### config.mk
export PLATFORM = sky130hd
export DESIGN_NAME = mem_cfg_restart_flat
export DESIGN_NICKNAME = d
export VERILOG_FILES = /design/src/rtl/mem_cfg_pkg.sv /design/src/rtl/mem_cfg_restart_if.sv /design/src/rtl/mem_cfg_restart_debounce.sv /design/src/rtl/mem_cfg_restart.sv /design/src/flat_wrapper.sv
export SDC_FILE = /design/constraint.sdc
export NUM_CORES = 1
export LEC_CHECK = 0
export CORE_ASPECT_RATIO = 0.75
export CORE_UTILIZATION = 35
export CTS_BUF_LIST = sky130_fd_sc_hd__clkbuf_8
export CTS_CLUSTER_DIAMETER = 30
export DETAILED_ROUTE_END_ITERATION = 12
export HOLD_SLACK_MARGIN = 0.05
export SLEW_MARGIN = 20
export SYNTH_ARGS = -nofsm -noshare
export SYNTH_HDL_FRONTEND = slang
export SYNTH_SLANG_ARGS = --single-unit
### constraint.sdc
create_clock -name CLK -period 4.82 [get_ports CLK]
set_input_delay 0.964 -clock CLK [delete_from_list [all_inputs] [get_ports CLK]]
set_output_delay 0.964 -clock CLK [all_outputs]
set_load 0.005 [all_outputs]
### src/rtl/mem_cfg_pkg.sv
// Shared types and constants for the memory-configuration / restart controller.
package mem_cfg_pkg;

  typedef enum logic [1:0] {
    StIdle,
    StNmi,
    StFetch,
    StRelease
  } rst_state_e;

  localparam int unsigned CFG_BOOT  = 0;
  localparam int unsigned CFG_F7Q1  = 1;
  localparam int unsigned CFG_RELOK = 2;

  localparam logic BOOT_RST  = 1'b1;
  localparam logic F7Q1_RST  = 1'b0;
  localparam logic RELOK_RST = 1'b0;
  localparam logic NNMI_RST  = 1'b1;
  localparam logic SYNC_RST  = 1'b1;

  localparam int unsigned FETCH_CNT_W = 4;

endpackage

### src/rtl/mem_cfg_restart_if.sv
// Z80 bus signals observed by the restart controller.
interface mem_cfg_restart_if;
  logic [7:0] A;
  logic [2:0] D;
  logic       nIORQ;
  logic       nWR;
  logic       nMREQ;
  logic       nM1;
  logic       nIAH;

  modport master (output A, D, nIORQ, nWR, nMREQ, nM1, nIAH);
  modport slave  (input  A, D, nIORQ, nWR, nMREQ, nM1, nIAH);
endinterface

### src/rtl/mem_cfg_restart_debounce.sv
// Two-flop synchroniser plus consecutive-sample debounce counter for an active-low button.
module mem_cfg_restart_debounce
  import mem_cfg_pkg::*;
#(
  parameter int unsigned DEBOUNCE_CYCLES = 1024
) (
  input  logic clk_i,
  input  logic rst_ni,
  input  logic raw_ni,
  output logic level_o,
  output logic fall_o
);

  localparam int unsigned CntW = (DEBOUNCE_CYCLES > 1) ? $clog2(DEBOUNCE_CYCLES) : 1;

  logic            sync1_q, sync2_q;
  logic            level_q, level_d;
  logic            fall_q, fall_d;
  logic [CntW-1:0] cnt_q, cnt_d;

  always_comb begin
    cnt_d   = cnt_q;
    level_d = level_q;
    fall_d  = 1'b0;
    if (sync2_q == level_q) begin
      cnt_d = '0;
    end else if (cnt_q == CntW'(DEBOUNCE_CYCLES - 1)) begin
      // Nth consecutive differing sample: accept the new level.
      level_d = sync2_q;
      cnt_d   = '0;
      fall_d  = ~sync2_q;
    end else begin
      cnt_d = cnt_q + CntW'(1);
    end
  end

  always_ff @(posedge clk_i) begin
    if (!rst_ni) begin
      sync1_q <= SYNC_RST;
      sync2_q <= SYNC_RST;
      level_q <= 1'b1;
      fall_q  <= 1'b0;
      cnt_q   <= '0;
    end else begin
      sync1_q <= raw_ni;
      sync2_q <= sync1_q;
      level_q <= level_d;
      fall_q  <= fall_d;
      cnt_q   <= cnt_d;
    end
  end

  assign level_o = level_q;
  assign fall_o  = fall_q;

endmodule

### src/rtl/mem_cfg_restart.sv
// Owns BOOT/f7_q1/RELOK from I/O config writes and sequences RESTART: NMI, IAH fetches, release.
module mem_cfg_restart
  import mem_cfg_pkg::*;
#(
  parameter logic [7:0]  CFG_PORT        = 8'hFC,
  parameter int unsigned DEBOUNCE_CYCLES = 1024,
  parameter int unsigned NMI_CYCLES      = 8,
  parameter int unsigned IAH_FETCHES     = 4
) (
  input  logic                    CLK,
  input  logic                    nRESET,
  mem_cfg_restart_if.slave        bus,
  input  logic                    nRESTART,
  output logic                    BOOT,
  output logic                    f7_q1,
  output logic                    RELOK,
  output logic                    nNMI,
  output logic                    RST_BUSY
);

  localparam int unsigned NmiW = (NMI_CYCLES > 1) ? $clog2(NMI_CYCLES) : 1;

  // Bit order: {nIORQ, nWR, nMREQ, nM1, nIAH}
  logic [4:0] sync1_q, sync2_q;
  logic       iorq_n, wr_n, mreq_n, m1_n, iah_n;
  logic       iowr_n, iowr_prev_q, cfg_we;
  logic       fetch_lvl, fetch_prev_q, fetch_rise;
  logic       btn_level, btn_fall, press;

  rst_state_e              state_q, state_d;
  logic                    boot_q, boot_d, f7_q, f7_d, relok_q, relok_d, nmi_n_q, nmi_n_d;
  logic [NmiW-1:0]         nmi_cnt_q, nmi_cnt_d;
  logic [FETCH_CNT_W-1:0]  fetch_cnt_q, fetch_cnt_d;

  assign {iorq_n, wr_n, mreq_n, m1_n, iah_n} = sync2_q;

  assign iowr_n     = iorq_n | wr_n;
  assign cfg_we     = iowr_prev_q & ~iowr_n & (bus.A == CFG_PORT);
  assign fetch_lvl  = ~m1_n & ~mreq_n & ~iah_n;
  assign fetch_rise = fetch_lvl & ~fetch_prev_q;

  mem_cfg_restart_debounce #(
    .DEBOUNCE_CYCLES (DEBOUNCE_CYCLES)
  ) u_debounce (
    .clk_i   (CLK),
    .rst_ni  (nRESET),
    .raw_ni  (nRESTART),
    .level_o (btn_level),
    .fall_o  (btn_fall)
  );

  assign press = btn_fall & ~btn_level;

  always_comb begin
    state_d     = state_q;
    boot_d      = boot_q;
    f7_d        = f7_q;
    relok_d     = relok_q;
    nmi_n_d     = nmi_n_q;
    nmi_cnt_d   = nmi_cnt_q;
    fetch_cnt_d = fetch_cnt_q;

    unique case (state_q)
      StIdle: begin
        if (press && relok_q && !boot_q) begin
          f7_d      = 1'b1;
          nmi_n_d   = 1'b0;
          nmi_cnt_d = NmiW'(NMI_CYCLES - 1);
          state_d   = StNmi;
        end
      end
      StNmi: begin
        if (nmi_cnt_q == '0) begin
          nmi_n_d = 1'b1;
          state_d = StFetch;
        end else begin
          nmi_cnt_d = nmi_cnt_q - NmiW'(1);
        end
      end
      StFetch: begin
        if (fetch_rise) begin
          if (fetch_cnt_q != '1) fetch_cnt_d = fetch_cnt_q + FETCH_CNT_W'(1);
          if (32'(fetch_cnt_q) + 32'd1 >= IAH_FETCHES) state_d = StRelease;
        end
      end
      StRelease: begin
        if (m1_n) begin
          f7_d        = 1'b0;
          nmi_cnt_d   = '0;
          fetch_cnt_d = '0;
          state_d     = StIdle;
        end
      end
      default: state_d = StIdle;
    endcase

    if (cfg_we) begin
      boot_d  = bus.D[CFG_BOOT];
      relok_d = bus.D[CFG_RELOK];
      if (state_q == StIdle) begin
        // A press accepted in the same cycle keeps its f7_q1 set.
        if (state_d == StIdle) f7_d = bus.D[CFG_F7Q1];
      end else if (!bus.D[CFG_RELOK]) begin
        f7_d        = 1'b0;
        nmi_n_d     = 1'b1;
        nmi_cnt_d   = '0;
        fetch_cnt_d = '0;
        state_d     = StIdle;
      end
    end
  end

  always_ff @(posedge CLK) begin
    if (!nRESET) begin
      sync1_q      <= {5{SYNC_RST}};
      sync2_q      <= {5{SYNC_RST}};
      iowr_prev_q  <= 1'b1;
      fetch_prev_q <= 1'b0;
      state_q      <= StIdle;
      boot_q       <= BOOT_RST;
      f7_q         <= F7Q1_RST;
      relok_q      <= RELOK_RST;
      nmi_n_q      <= NNMI_RST;
      nmi_cnt_q    <= '0;
      fetch_cnt_q  <= '0;
    end else begin
      sync1_q      <= {bus.nIORQ, bus.nWR, bus.nMREQ, bus.nM1, bus.nIAH};
      sync2_q      <= sync1_q;
      iowr_prev_q  <= iowr_n;
      fetch_prev_q <= fetch_lvl;
      state_q      <= state_d;
      boot_q       <= boot_d;
      f7_q         <= f7_d;
      relok_q      <= relok_d;
      nmi_n_q      <= nmi_n_d;
      nmi_cnt_q    <= nmi_cnt_d;
      fetch_cnt_q  <= fetch_cnt_d;
    end
  end

  assign BOOT     = boot_q;
  assign f7_q1    = f7_q;
  assign RELOK    = relok_q;
  assign nNMI     = nmi_n_q;
  assign RST_BUSY = (state_q != StIdle);

endmodule

### src/flat_wrapper.sv
// flat-port wrapper written by rule: the top's interface ports become plain ports
module mem_cfg_restart_flat import mem_cfg_pkg::*;
#(
  parameter logic [7:0]  CFG_PORT        = 8'hFC,
  parameter int unsigned DEBOUNCE_CYCLES = 1024,
  parameter int unsigned NMI_CYCLES      = 8,
  parameter int unsigned IAH_FETCHES     = 4
)
  (CLK, nRESET, nRESTART, BOOT, f7_q1, RELOK, nNMI, RST_BUSY, bus_A, bus_D, bus_nIORQ, bus_nWR, bus_nMREQ, bus_nM1, bus_nIAH);
  mem_cfg_restart_if bus_i ();
  input  logic CLK;
  input  logic nRESET;
  input  logic nRESTART;
  output logic BOOT;
  output logic f7_q1;
  output logic RELOK;
  output logic nNMI;
  output logic RST_BUSY;
  input wire logic [$bits(bus_i.A)-1:0] bus_A;
  input wire logic [$bits(bus_i.D)-1:0] bus_D;
  input wire logic [$bits(bus_i.nIORQ)-1:0] bus_nIORQ;
  input wire logic [$bits(bus_i.nWR)-1:0] bus_nWR;
  input wire logic [$bits(bus_i.nMREQ)-1:0] bus_nMREQ;
  input wire logic [$bits(bus_i.nM1)-1:0] bus_nM1;
  input wire logic [$bits(bus_i.nIAH)-1:0] bus_nIAH;
  assign bus_i.A = bus_A;
  assign bus_i.D = bus_D;
  assign bus_i.nIORQ = bus_nIORQ;
  assign bus_i.nWR = bus_nWR;
  assign bus_i.nMREQ = bus_nMREQ;
  assign bus_i.nM1 = bus_nM1;
  assign bus_i.nIAH = bus_nIAH;
  mem_cfg_restart #(.CFG_PORT(CFG_PORT), .DEBOUNCE_CYCLES(DEBOUNCE_CYCLES), .NMI_CYCLES(NMI_CYCLES), .IAH_FETCHES(IAH_FETCHES)) u_core (.CLK(CLK), .nRESET(nRESET), .bus(bus_i), .nRESTART(nRESTART), .BOOT(BOOT), .f7_q1(f7_q1), .RELOK(RELOK), .nNMI(nNMI), .RST_BUSY(RST_BUSY));
endmodule
# Word level (Yosys, flattened, before mapping)
# Index checks and enable logic that the tools add are counted.
op_classes:
  add_sub_neg: 4
  n_lt_le_gt_ge: 1
  n_eq_ne: 7
  n_mux: 36
  bitwise_logic: 17
  reduce_logical: 10
op_table:
  columns: ["cell", "count"]
  rows:
  - ["$ge A32 B3 Y1 const B", 1]
  - ["$mux W4", 6]
  - ["$mux W3", 6]
  - ["$mux W2", 8]
  - ["$mux W1", 11]
  - ["$add A10 B1 Y10 const B", 1]
  - ["$eq A10 B10 Y1 const B", 1]
  - ["$not A1 Y1", 10]
  - ["$pmux W3 S3", 1]
  - ["$eq A8 B8 Y1 const B", 1]
  - ["$pmux W2 S4", 1]
  - ["$pmux W4 S2", 1]
  - ["$and A1 B1 Y1", 6]
  - ["$reduce_or A3 Y1", 2]
  - ["$add A4 B1 Y5 const B", 1]
  - ["$add A4 B1 Y4 const B", 1]
  - ["$eq A2 B2 Y1 const B", 2]
  - ["$logic_not A2 Y1", 2]
  - ["$ne A4 B4 Y1 const B", 1]
  - ["$pmux W1 S2", 2]
  - ["$logic_not A3 Y1", 1]
  - ["$sub A3 B1 Y3 const B", 1]
  - ["$eq A2 B1 Y1 const B", 1]
  - ["$logic_and A1 B1 Y1", 2]
  - ["other kinds (5)", 5]
totals:
  regBits: 39
  input_bits: 19
  out_inout_bits: 5

# Depth between registers and ports, before layout
# Gate-level depths: netlist of run 1.
logic_depth:
  depth_word: 10
  mapped_depth: 7

# Modules after synthesis
# A second synthesis of run 1 with hierarchy kept.
unflattened:
  hier_cells: 190
  hier_area_um2: 1784.2
by_module_without_submodules:
  columns: ["module", "instances", "cells_per_inst", "area_each_um2", "seq_area_each_um2"]
  rows:
  - ["mem_cfg_restart", 1, 133, 1206.2, 500.5]
  - ["mem_cfg_restart_debounce", 1, 57, 578.1, 280.3]

# Worst setup path after synthesis of run 1
# Ideal clock, no wire load.
synth_path:
  path_type: "input -> register"
  start: "in bus_A[6]"
  end: "reg u_core.nmi_n_q (netlist: u_core.nNMI)"
  setup_ps: 70
  arrival_time_ps: 1902
  t_required_ps: 4750
  slack_ps: 2847
  cell_stages: 4
  cell_sequence: "and4bb_2 > nand4_2 > o31ai_4 > o21bai_1"
synth_between:
  elab_chain_len: 3
synth_lines:
  columns: ["item", "line_no", "text"]
  rows:
  - ["from (decl)", "flat_wrapper.sv:19", "input wire logic [$bits(bus_i.A)-1:0] bus_A;"]
  - ["$eq A8 B8 Y1", "mem_cfg_restart.sv:38", "assign cfg_we = iowr_prev_q & ~iowr_n & (bus.A == CFG_PORT);"]
  - ["$and A1 B1 Y1", "mem_cfg_restart.sv:38", null]
  - ["$mux W1", "mem_cfg_restart.sv:97", "if (cfg_we) begin"]
  - ["to (signal assigned)", "mem_cfg_restart.sv:135", "nmi_n_q <= nmi_n_d;"]
  - ["to (decl)", "mem_cfg_restart.sv:31", "logic boot_q, boot_d, f7_q, f7_d, relok_q, relok_d, nmi_n_q, nmi_n_d;"]
# Every way passes these cells.
# A chain may end at the register's enable or synchronous reset.

# Worst setup path in the final report of run 1
layout_path:
  start: "reg u_core.state_q[0]"
  end: "out RST_BUSY"
layout_between:
  elab_chain_len: 1
layout_lines:
  columns: ["item", "line_no", "text"]
  rows:
  - ["from (decl)", "mem_cfg_restart.sv:30", "rst_state_e state_q, state_d;"]
  - ["from (signal assigned)", "mem_cfg_restart.sv:119", "state_q <= StIdle;"]
  - ["from (signal assigned)", "mem_cfg_restart.sv:131", "state_q <= state_d;"]
  - ["$reduce_bool A2 Y1", "mem_cfg_restart.sv:145", "assign RST_BUSY = (state_q != StIdle);"]
  - ["to (decl)", "flat_wrapper.sv:18", "output logic RST_BUSY;"]
# Every way passes these cells.

==> flow_metrics.env, run 1 <==
export IMPL_placedInstanceArea_sq_mm=0.00205
export IMPL_grt_ovfl_total=0
export IMPL_regToRegSetupSlack_ns=2.82
export IMPL_hold_viol=0
export IMPL_setup_tns_ns=0
export IMPL_layout_drive_gt1_share_pct=7.51
export IMPL_finalWeightedCongestion=0.785
export IMPL_worstSkewPairLatency_ns=0.29
export IMPL_total_leakage_power_uw=0.000832
export IMPL_finalClockSkew_ns=0.00790
export IMPL_main_combinational_cell_family_by_area_after_synthesis="simple AND/OR/NAND/NOR gates"
export IMPL_flow_area_growth_from_synthesis_pct=23.9
export IMPL_timing_critical_path_arrival_ns=1.79
export IMPL_timing_worst_slew_pin_value_ns=0.516
export IMPL_failed_checks="DRC"
export IMPL_count_of_antenna_violating_nets_left_after_detailed_routing=0
export IMPL_stdcell_count=270
export IMPL_power_density_mw_per_mm2=312
export IMPL_dp_hpwl_mm=2.43
export IMPL_synthesized_flop_and_latch_total=39
export IMPL_layout_core_utilization_pct=46.9
export IMPL_initial_antenna_violation_count=0
export IMPL_synth_adder_area_share_pct=6.40
export IMPL_die_y_um=63.4
export IMPL_synth_top_cell_area_share_pct=44.3
export IMPL_route_vias_total=1329
export IMPL_clkTransAtPathRegs_ns=0.08
export IMPL_floorplan_die_width_um=83.9
export IMPL_worst_slew_margin_rel_pct=64.6
export IMPL_detail_route_wl_per_cell_um=12.5
export IMPL_asyncSetResetFlopFracSynth_pct=0
export IMPL_cts_root_buffer="clkbuf_8"
export IMPL_final_period_utilization_pct=57.2
export IMPL_detailed_route_vias_per_instance=4.92
export IMPL_numPlacedInstances=262
export IMPL_grt_usage_pct=14.2
export IMPL_synth_xor_xnor_area_share_pct=4.98
export IMPL_finalInstanceArea_sq_mm=0.00218
export IMPL_first_global_vias=1209
export IMPL_setup_worst_path_class="flip-flop to output port"
export IMPL_cts_hold_buffers_added=0
export IMPL_layout_area_seq_sq_um=781
export IMPL_rsz0062_at_grt="false"
export IMPL_cts_repair_resize_count=0
export IMPL_synth_yosys_seq_area_share_pct=44.3
export IMPL_fmax_mhz=363
export IMPL_timing_critical_path_mode_cell="inv_1"
export IMPL_period_minus_slack_ns=2.76
export IMPL_drt_pass1_iter_count=9
export IMPL_path_depth=4
export IMPL_initial_core_util_pct=37.9
export IMPL_drt_iter0_drc=80
export IMPL_timing_critical_path_slowest_cell_delay_ns=0.51
export IMPL_synth_area_per_cell_sq_um=9.52
export IMPL_critical_path_reg2reg_startpoint="u_core.state_q[0]"
export IMPL_placement_rows=21
export IMPL_startpoint="u_core.state_q[0]"
export IMPL_synth_fp_nets=213
export IMPL_synth_enable_flop_cells=0
export IMPL_crit_path_top_delay_cell="clkdlybuf4s50_1"
export IMPL_synthesis_yosys_warnings=0
export IMPL_critical_path_top_delay_family="buffers and inverters"
export IMPL_post_synth_most_frequent_cells="dfxtp_1, nor2_1, nand2b_1"
export IMPL_cts_setup_buffers=0
export IMPL_cts_htree_levels=2
export IMPL_worst_reg2reg_path_length_in_cells=6
export IMPL_fraction_of_the_mapped_netlist_area_in_compound_gates_pct=13.1
export IMPL_postSynthCellCount=185
export IMPL_clock_tree_from_tritoncts="built"
export IMPL_synth_area_sq_mm=0.00176
export IMPL_final_setup_viol_count=0
export IMPL_finalMaxSlewViolations=0
export IMPL_clock_tree_buffer_depth=2
export IMPL_synth_simple_gate_area_share_pct=24.4
export IMPL_number_of_buffers_created_by_cts=5
export IMPL_boundaryPins=24
export IMPL_die_area_sq_mm=0.00532
export IMPL_crit_path_start_kind="flip-flop"
export IMPL_antenna_cells_inserted=0
export IMPL_outcome="finished with violations"
export IMPL_worstSetupEndpointType="output port"
export IMPL_io_buffers=23
export IMPL_design_final_nets=240
export IMPL_irDropWorstVdd_mv=0.146
export IMPL_synth_most_common_cell="dfxtp_1"
export IMPL_synthDistinctLibCells=47
export IMPL_multiInputGateArea_sq_um=917
export IMPL_grt_start_max_net_pins=21
export IMPL_synth_area_leader_cell="dfxtp_1"
export IMPL_cp_buffers_inverters=3
export IMPL_clkSinkCount=39
export IMPL_fp_coreArea_sq_mm=0.00465
export IMPL_synthTopCellsByArea="dfxtp_1, ha_1, nand2b_1"
export IMPL_crit_path_end="RST_BUSY"
export IMPL_cp_data_required_time_ns=3.86
export IMPL_worst_path_max_fanout=10
export IMPL_cap_viol_max_count=0
export IMPL_drc=8
export IMPL_synthFlopType="dfxtp_1"
export IMPL_hold_class="flip-flop to flip-flop"
export IMPL_wire_length_of_the_first_global_routing_pass_mm=5.88
export IMPL_route_final_wire_length_mm=3.38
export IMPL_path_cells="inv_1 -> ha_1 -> inv_1 -> clkdlybuf4s50_1"
export IMPL_synthMuxAreaShare_pct=3.13
export IMPL_r2r_end="u_core.f7_q1"
export IMPL_final_fill_count=437
==> worst reg2reg max path: stages, from the launching register on <==
cell and delay, ns:
dfxtp_1 0.34, inv_1 0.11, ha_1 0.42, nand4_1 0.34, a22oi_1 0.35, and3b_1 0.22
o211ai_1 0.15
==> logic make-up after synthesis <==
logic type / Yosys count
mux: 5
buf+inv: 15
fa+ha+maj: 9
compound gates: 31
xor+xnor: 10
flops: 39
simple gates: 76
==> through the flow <==
step	setup WS (ns)	power, uW	hold WS, ns
2_1_floorplan	2.85	346	0.386
3_3_place_gp	2.20	364	0.389
3_5_place_dp	2.17	364	0.395
4_1_cts	2.06	688	0.415
5_1_grt	1.95	703	0.430
6_report	2.06	680	0.410
==> cell usage in the layout, fill, tap and decap left out, types with 2 or more instances in the layout <==
cell	count
dfxtp_1	39
xnor2_1	4
nor3_1	3
mux2i_1	4
xor2_1	6
nand3_1	5
and3_1	4
o21ai_0	3
clkdlybuf4s50_1	23
nor2b_1	3
a21oi_1	10
nor4_1	2
ha_1	9
nand2b_1	13
bufinv_16	2
clkbuf_8	5
a22oi_1	4
nand2_1	11
nand4_1	4
nor2_1	20
inv_1	12
==> how the worst min path moves through the flow <==
stage | cells after the start | to | slack [ns] | from
2_1_floorplan | 1 | u_core.sync2_q[0] | 0.39 | u_core.sync1_q[0]
3_3_place_gp | 1 | u_core.u_debounce.sync2_q | 0.39 | u_core.u_debounce.sync1_q
3_5_place_dp | 1 | u_core.sync2_q[4] | 0.39 | u_core.sync1_q[4]
4_1_cts | 1 | u_core.sync2_q[4] | 0.41 | u_core.sync1_q[4]
5_1_grt | 1 | u_core.u_debounce.sync2_q | 0.43 | u_core.u_debounce.sync1_q
6_report | 1 | u_core.u_debounce.sync2_q | 0.41 | u_core.u_debounce.sync1_q
==> final cells by class <==
cell class | instances | area share, %
multi-input cells | 131 | 42.1
flip-flops and latches | 39 | 35.8
repair buffers | 24 | 10.9
well taps | 57 | 3.27
clock buffers | 5 | 3.16
clock inverters | 3 | 2.93
inverters | 11 | 1.89
==> layer usage <==
| layer | share of wire, % | global-route usage (%) | vias to the layer above | routed length, um |
|---|---|---|---|---|
| met5 | 0 | 0 | - | 0 |
| met4 | 1.1 | 5.17 | 0 | 36 |
| met3 | 4.1 | 4.72 | 4 | 138 |
| met2 | 38 | 19.3 | 22 | 1300 |
| met1 | 56 | 20.6 | 606 | 1900 |
| li1 | - | - | 697 | - |
==> sequential cells by signal (all words and copies together), names as in the netlist, 2 cells and up <==
register and cells:
u_core.u_debounce.cnt_q 10, u_core.state_q 2, u_core.sync1_q 5, u_core.fetch_cnt_q 4, u_core.sync2_q 5, u_core.nmi_cnt_q 3
==> where the power goes <==
part | switching, uW | internal (uW)
clock | 119 | 205
combinational | 9.56 | 17.5
sequential | 2.42 | 327
total | 131 | 549
Note: power is estimated with default switching activity, not from simulation.
==> inputs of run 2 (changes only) <==
Clock period 4.82 ns to 2.3 ns, I/O delays scaled along.
==> flow_metrics.env, run 2 (synthesis results as in run 1) <==
export IMPL_flow_area_growth_from_synthesis_pct=22.6
export IMPL_cts_htree_levels=2
export IMPL_final_critical_path_setup_slack_ns=0.158
export IMPL_fmax_mhz=467
export IMPL_grt_start_max_net_pins=15
export IMPL_cap_viol_max_count=0
export IMPL_outcome="finished with violations"
export IMPL_clkTransAtPathRegs_ns=0.08
export IMPL_setup_tns_ns=0
export IMPL_die_area_sq_mm=0.00532
export IMPL_design_final_nets=242
export IMPL_clock_tree_buffer_depth=2
export IMPL_mostFrequentLayoutCells="dfxtp_1, clkdlybuf4s50_1, nor2_1"
export IMPL_route_final_wire_length_mm=3.31
export IMPL_wire_length_of_the_first_global_routing_pass_mm=5.46
export IMPL_finalWeightedCongestion=0.739
export IMPL_irDropWorstVdd_mv=0.429
export IMPL_period_minus_slack_ns=2.14
export IMPL_initial_core_util_pct=37.9
export IMPL_hp_start="u_core.sync1_q[4]"
export IMPL_io_buffers=23
export IMPL_final_period_utilization_pct=93.1
export IMPL_hold_viol=0
export IMPL_critical_path_reg2reg_startpoint="u_core.state_q[0]"
export IMPL_cp_data_required_time_ns=1.84
export IMPL_power_density_mw_per_mm2=568
export IMPL_total_leakage_power_uw=0.000812
export IMPL_layout_commonest_cell="dfxtp_1"
export IMPL_finalClockSkew_ns=0.00882
export IMPL_failed_checks="DRC"
export IMPL_drt_pass1_iter_count=8
export IMPL_clock_tree_from_tritoncts="built"
export IMPL_crit_path_start_kind="flip-flop"
export IMPL_floorplan_die_width_um=83.9
export IMPL_biggestRegsByFlops="u_core.u_debounce.cnt_q (10), u_core.sync1_q (5), u_core.sync2_q (5)"
export IMPL_die_y_um=63.4
export IMPL_registers_top_by_ff_count="u_core.u_debounce.cnt_q"
export IMPL_setup_ws_pre_cts_ns=0.291
export IMPL_rsz0062_at_grt="false"
export IMPL_setup_worst_path_class="flip-flop to output port"
export IMPL_grt_usage_pct=13.2
export IMPL_detail_route_wl_per_cell_um=12.2
export IMPL_drt_iter0_drc=66
export IMPL_worst_slew_margin_rel_pct=65.7
export IMPL_layout_drive_gt1_share_pct=9.30
export IMPL_worstSkewPairLatency_ns=0.30
export IMPL_first_global_vias=1230
export IMPL_boundaryPins=24
export IMPL_hold_class="flip-flop to flip-flop"
export IMPL_timing_critical_path_arrival_ns=1.68
export IMPL_worstSetupEndpointType="output port"
export IMPL_cts_root_buffer="clkbuf_8"
export IMPL_worst_path_max_fanout=10
export IMPL_timing_worst_slew_pin_value_ns=0.500
export IMPL_grt_ovfl_total=0
export IMPL_placement_rows=21
export IMPL_drc=8
export IMPL_finalMaxSlewViolations=0
export IMPL_antenna_cells_inserted=0
export IMPL_fp_coreArea_sq_mm=0.00465
export IMPL_dp_hpwl_mm=2.41
export IMPL_number_of_buffers_created_by_cts=5
export IMPL_detailed_route_vias_per_instance=5.00
export IMPL_initial_antenna_violation_count=0
export IMPL_clkSinkCount=39
export IMPL_route_vias_total=1361
export IMPL_largest_register_ffs=10
export IMPL_count_of_antenna_violating_nets_left_after_detailed_routing=0
export IMPL_startpoint="u_core.state_q[0]"
export IMPL_final_fill_count=472
export IMPL_final_setup_viol_count=0
## run 2: changes by cell type in the layout (fill, tap and decap cells not counted)
cell / delta
inv_6: +1
buf_4: +2
ha_2: +1
clkinvlp_4: +2
ha_1: -1
bufinv_16: -2
inv_1: -1
## run 2: through the flow
stage / total power, uW / instances / hold slack, ns / util [%] / instance area (sq um)
floorplan: 725 / 185 / 0.386 / - / 1760
global placement: 765 / 264 / 0.392 / 44.4 / 2060
detailed placement: 766 / 264 / 0.391 / 44.4 / 2060
CTS: 1240 / 272 / 0.411 / 46.4 / 2160
global route: 1270 / 272 / 0.427 / 46.4 / 2160
finish: 1230 / 272 / 0.411 / 46.4 / 2160
## run 2: what timing repair did
action                                  in CTS  in global routing
hold buffers                                 0                  0
resized for setup                            0                  1
endpoints found under the setup margin       0                  1
setup buffers                                0                  0
## run 2: final timing paths
kind / cells after the start / slack, ns / to
max: 4 / 0.16 / RST_BUSY
min: 1 / 0.41 / u_core.sync2_q[4]
max reg2reg: 5 / 0.42 / u_core.fetch_cnt_q[2]
min reg2reg: 1 / 0.41 / u_core.sync2_q[4]
## run 2: report_power, final
| group | internal, uW | switching (uW) |
|---|---|---|
| registers | 685 | 5.00 |
| clock network | 217 | 260 |
| logic | 38.8 | 20.2 |
## run 2: metal layers
metal / vias to the layer above / global-route usage, % / part of all wire [%]
met5: - / 0 / 0
met4: 0 / 6.47 / 0
met3: 0 / 3.80 / 5.6
met2: 31 / 18.9 / 41
met1: 624 / 18.0 / 53
li1: 706 / - / -
## run 2: final cells by class
cell class	count	area, sq um	area share (%)
clock buffer	5	68.8	3.19
clock inverter	3	23.8	1.10
inverter	11	41.3	1.91
multi-input combinational	131	920	42.6
sequential	39	781	36.2
tap	57	71.3	3.30
timing repair buffer	26	253	11.7
## run 2: critical path: stages (launching register included)
cell             delay [ns]
dfxtp_1                0.39
inv_1                  0.10
ha_2                   0.27
inv_1                  0.12
clkdlybuf4s50_1        0.51
